`config.mk`:
```
export PLATFORM = sky130hd
export DESIGN_NAME = perceptron_frame_loader
export DESIGN_NICKNAME = d
export VERILOG_FILES = /design/src/rtl/perceptron_frame_loader.sv
export SDC_FILE = /design/constraint.sdc
export NUM_CORES = 1
export LEC_CHECK = 0
export BUFFER_PORTS_ARGS = -buffer_cell sky130_fd_sc_hd__buf_2
export CAP_MARGIN = 20
export CORE_AREA = 2 2 96 135
export DETAILED_ROUTE_END_ITERATION = 8
export DIE_AREA = 0 0 98 137
export PLACE_DENSITY = 0.88
export SLEW_MARGIN = 20
export SYNTH_ARGS = -nofsm -noshare
export SYNTH_HDL_FRONTEND = slang
export SYNTH_SLANG_ARGS = --single-unit
```
`constraint.sdc`:
```
create_clock -name clk -period 7.98 [get_ports clk]
set_input_delay 0.798 -clock clk [delete_from_list [all_inputs] [get_ports clk]]
set_output_delay 0.798 -clock clk [all_outputs]
set_load 0.01 [all_outputs]
```
`src/rtl/perceptron_frame_loader.sv`:
```
// Byte-serial frame loader for the perceptron core: hunts for sync, shadows x/w/bias,
// commits on a good XOR checksum, pulses start, then waits for the core to go idle.
module perceptron_frame_loader #(
    parameter int unsigned N_INPUTS  = 4,
    parameter logic [7:0]  SYNC_BYTE = 8'hA5
) (
    input  logic                  clk,
    input  logic                  rst,
    input  logic [7:0]            in_data,
    input  logic                  in_valid,
    output logic                  in_ready,
    output logic [8*N_INPUTS-1:0] vec_x,
    output logic [8*N_INPUTS-1:0] vec_w,
    output logic [7:0]            bias,
    output logic                  start,
    input  logic                  core_busy,
    output logic                  frame_err,
    output logic [7:0]            frame_cnt
);

    localparam int unsigned IdxW = (N_INPUTS > 1) ? $clog2(N_INPUTS) : 1;
    localparam int unsigned VecW = 8 * N_INPUTS;
    localparam logic [IdxW-1:0] IdxLast = IdxW'(N_INPUTS - 1);

    typedef enum logic [2:0] {
        StHunt,
        StLoadX,
        StLoadW,
        StLoadB,
        StCheck,
        StFire,
        StWaitCore
    } state_e;

    state_e            state_q, state_d;
    logic [IdxW-1:0]   idx_q, idx_d;
    logic [7:0]        chk_q, chk_d;
    logic [VecW-1:0]   shx_q, shx_d, shw_q, shw_d;
    logic [7:0]        shb_q, shb_d;
    logic [VecW-1:0]   vx_q, vx_d, vw_q, vw_d;
    logic [7:0]        b_q, b_d;
    logic [7:0]        cnt_q, cnt_d;
    logic              err_q, err_d;
    logic              first_q, first_d;
    logic              xfer;

    // Ready depends on state only; gated low while reset is held.
    assign in_ready = ~rst && (state_q != StFire) && (state_q != StWaitCore);
    assign xfer     = in_valid && in_ready;

    assign vec_x     = vx_q;
    assign vec_w     = vw_q;
    assign bias      = b_q;
    assign frame_err = err_q;
    assign frame_cnt = cnt_q;
    assign start     = (state_q == StFire);

    always_comb begin
        state_d = state_q;
        idx_d   = idx_q;
        chk_d   = chk_q;
        shx_d   = shx_q;
        shw_d   = shw_q;
        shb_d   = shb_q;
        vx_d    = vx_q;
        vw_d    = vw_q;
        b_d     = b_q;
        cnt_d   = cnt_q;
        err_d   = 1'b0;
        first_d = first_q;
        unique case (state_q)
            StHunt: begin
                if (xfer && (in_data == SYNC_BYTE)) begin
                    state_d = StLoadX;
                    idx_d   = '0;
                    chk_d   = 8'h00;
                end
            end
            StLoadX: begin
                if (xfer) begin
                    shx_d[8*idx_q +: 8] = in_data;
                    chk_d = chk_q ^ in_data;
                    if (idx_q == IdxLast) begin
                        state_d = StLoadW;
                        idx_d   = '0;
                    end else begin
                        idx_d = idx_q + IdxW'(1);
                    end
                end
            end
            StLoadW: begin
                if (xfer) begin
                    shw_d[8*idx_q +: 8] = in_data;
                    chk_d = chk_q ^ in_data;
                    if (idx_q == IdxLast) begin
                        state_d = StLoadB;
                    end else begin
                        idx_d = idx_q + IdxW'(1);
                    end
                end
            end
            StLoadB: begin
                if (xfer) begin
                    shb_d   = in_data;
                    chk_d   = chk_q ^ in_data;
                    state_d = StCheck;
                end
            end
            StCheck: begin
                if (xfer) begin
                    if (in_data == chk_q) begin
                        vx_d    = shx_q;
                        vw_d    = shw_q;
                        b_d     = shb_q;
                        cnt_d   = cnt_q + 8'd1;
                        state_d = StFire;
                    end else begin
                        err_d   = 1'b1;
                        state_d = StHunt;
                    end
                end
            end
            StFire: begin
                first_d = 1'b1;
                state_d = StWaitCore;
            end
            StWaitCore: begin
                // The first cycle is always held so a core that raises busy late is seen.
                if (first_q) begin
                    first_d = 1'b0;
                end else if (!core_busy) begin
                    state_d = StHunt;
                end
            end
            default: state_d = StHunt;
        endcase
    end

    always_ff @(posedge clk or posedge rst) begin
        if (rst) begin
            state_q <= StHunt;
            idx_q   <= '0;
            chk_q   <= 8'h00;
            shx_q   <= '0;
            shw_q   <= '0;
            shb_q   <= 8'h00;
            vx_q    <= '0;
            vw_q    <= '0;
            b_q     <= 8'h00;
            cnt_q   <= 8'h00;
            err_q   <= 1'b0;
            first_q <= 1'b0;
        end else begin
            state_q <= state_d;
            idx_q   <= idx_d;
            chk_q   <= chk_d;
            shx_q   <= shx_d;
            shw_q   <= shw_d;
            shb_q   <= shb_d;
            vx_q    <= vx_d;
            vw_q    <= vw_d;
            b_q     <= b_d;
            cnt_q   <= cnt_d;
            err_q   <= err_d;
            first_q <= first_d;
        end
    end

endmodule
```
==> results.toml <==
[cells_and_area]
nNetsFinal = 620
fin_area_sq_um = 8290
drive_gt1_share_pct = 37.1
fill_cells = 810
area_growth_pct = 16.6
antennaDiodeCount = 0

[detailed_routing]
drt_pass1_iterations = 4
post_drt_via_cell_ratio = 5.73
drcViolationCount = 0
wl_per_cell_microns = 19.2
vias = 4363
first_iter_violations = 232
drtAntennaViolNets = 0
wl_mm = 14.6

[worst_hold_path]
min_path_cells = 1
whs_endpoint = "frame_cnt[7]$_DFFE_PP0P_"
holdCritPathClass = "flop to flop"
min_from = "frame_cnt[7]$_DFFE_PP0P_"

[setup_path]
endpoint_kind = "primary output"
rr_startpoint = "state_q[1]$_DFFE_PP0P_"
regToRegEndpoint = "vec_x[22]$_DFFE_PP0P_"
rrSetupSlack_ps = 5520
worst-endpoint-required_ps = 7180
r2r_cells = 5
worstPathMaxFanout = 15
setup.worst_path.start_class = "flop"
crit_type = "flop to primary output"
cp-startpoint = "state_q[0]$_DFFE_PP0P_"
crit_arrival_ps = 1730

[floorplanning]
design.die.area_sq_um = 13400
die_y_microns = 137
core_sq_um = 12200
boundaryPins = 95
core.rowCount = 48
start_util_pct = 58.3
die_x_microns = 98

[yosys]
ys_seq_area_share_pct = 58.8
yosys-top-cells-area = "dfrtp_1 (59%), mux2_2 (14%), mux2_1 (9.2%)"
post-synth-top-count-cell = "dfrtp_1"
netlist_area_sq_um = 7110
synth_warnings = 0
synth_top_area_share_pct = 58.8
synthTopCellsByCount = "dfrtp_1 (167), mux2_2 (87), mux2_1 (58)"
synth_seq_cells = 167
synth_flop_cell = "dfrtp_1"
yosys.area.top_type = "dfrtp_1"
syn_nets = 527
syn_inst = 508
yosysUniqueCellTypes = 48
synth.avg_cell_area_sq_um = 14.0
async_reset_ff_share_pct = 100
synth_edf_count = 0

[timing]
setup_tns_ps = 0
slew_violations = 0
fin_crit_ps = 2530
timing.fmax_mhz = 395
relSlewSlack_pct = 33.6
finalSetupViolCount = 0
final.setup_skew_ps = 9.36
hold_viol = 0
setup_ws_ps = 5450
worstMarginPinSlew_ps = 989
rsz0062_at_grt = "false"
fin_crit_sh_pct = 31.7

[global_routing]
grt_pass1_wl_mm = 23.3
grt_antenna_before_repair = 0
grt_pass1_vias = 4541
track_usage_pct = 22.5
grt_max_degree = 93
overflow = 0

[placed_design]
pre_cts_ws_ps = 5190
place_hpwl_mm = 9.78
place_area_sq_um = 7640
port_buffers = 94
gp_congestion = 0.854

[status]
status = "complete, no violations"

[clock_tree]
cts_root_buf = "clkbuf_16"
cts_hold_buf = 0
cts_setup_buffers = 0
cts_resized = 0
ctsLongestPathBuffers = 2
clkTransAtPathRegs_ps = 60
cts_tree = "done"
clk_latency_ps = 420
cts-buffers-inserted = 17
clock_sinks = 167
htreeDepth = 4

[flow_run]
drv_cap = 0

[power]
total_power_mw = 2.00
ir_worst_vdd_uv = 138
cellPowerDensity_nw_per_um2 = 241
power.leakage_nw = 4.49
-- cells by family after synthesis --
group / count (synthesis) / synth area share, %
flip-flops: 167 / 58.8
multiplexers: 145 / 23.0
AND/OR/NAND/NOR: 101 / 8.73
AO/OA/AOI/OAI: 40 / 3.52
buffers and inverters: 32 / 2.76
XOR/XNOR: 16 / 1.97
adder cells (fa/ha/maj): 7 / 1.23
-- worst max-delay path, stage by stage, from the launching register on --
cell and delay (ps):
dfrtp_1 720, nand2b_1 240, nor2_1 190, buf_2 160
-- stage by stage --
step	std cells	utilization, %	hold WS, ps
finish	762	68.0	471
detailed placement	732	62.7	464
global placement	732	62.7	451
CTS	762	68.0	476
floorplan	508	-	459
global route	762	68.0	485
-- worst max path at each step --
stage | endpoint | slack, ps | cells after the start
finish | start | 5450 | 3
global placement | vec_x[30]$_DFFE_PP0P_ | 5250 | 6
global route | start | 5370 | 3
detailed placement | vec_x[23]$_DFFE_PP0P_ | 5190 | 6
CTS | start | 5480 | 3
floorplan | bias[0]$_DFFE_PP0P_ | 2660 | 1
-- per-layer routing --
metal	track usage, %	part of all wire [%]
met3	5.21	4.3
met5	0	0
met2	39.3	53
met1	26.8	41
met4	9.72	1.9
-- layout make-up --
type / count / area (sq um) / area share [%]
repair buffers: 98 / 500 / 6.04
flip-flops and latches: 167 / 4180 / 50.4
inverters: 8 / 35.0 / 0.423
clock buffers: 19 / 453 / 5.46
well taps: 150 / 188 / 2.26
multi-input cells: 309 / 2740 / 33.0
clock inverters: 11 / 195 / 2.36
-- where the power goes --
group          internal [mW]  switching [mW]  leakage (nW)
combinational         0.0720           0.135          1.87
sequential             0.868          0.0245          2.31
clock                  0.570           0.326         0.308
-- layout by cell type (no fill, tap or decap), drive strengths merged, types with 2 or more instances in the layout --
master    instances
a21oi             5
and2             32
and3              3
buf              98
bufinv            5
clkbuf           19
clkinvlp          3
dfrtp           167
ha                7
inv              10
mux2            145
nand2            12
nand2b            9
nand3             5
nand4             3
nor2             17
nor3              7
nor3b             2
nor4              4
nor4b             2
nor4bb            2
o21ai            17
o31ai             8
xnor2             9
xor2              7
-- sequential cells by signal, indices dropped and copies added (netlist names) --
name	flops
state_q	3
shx_q	32
bias	8
shw_q	32
frame_err	1
first_q	1
idx_q	2
vec_w	32
frame_cnt	8
shb_q	8
chk_q	8
vec_x	32
No activity file was read; power rests on OpenSTA's default activity.
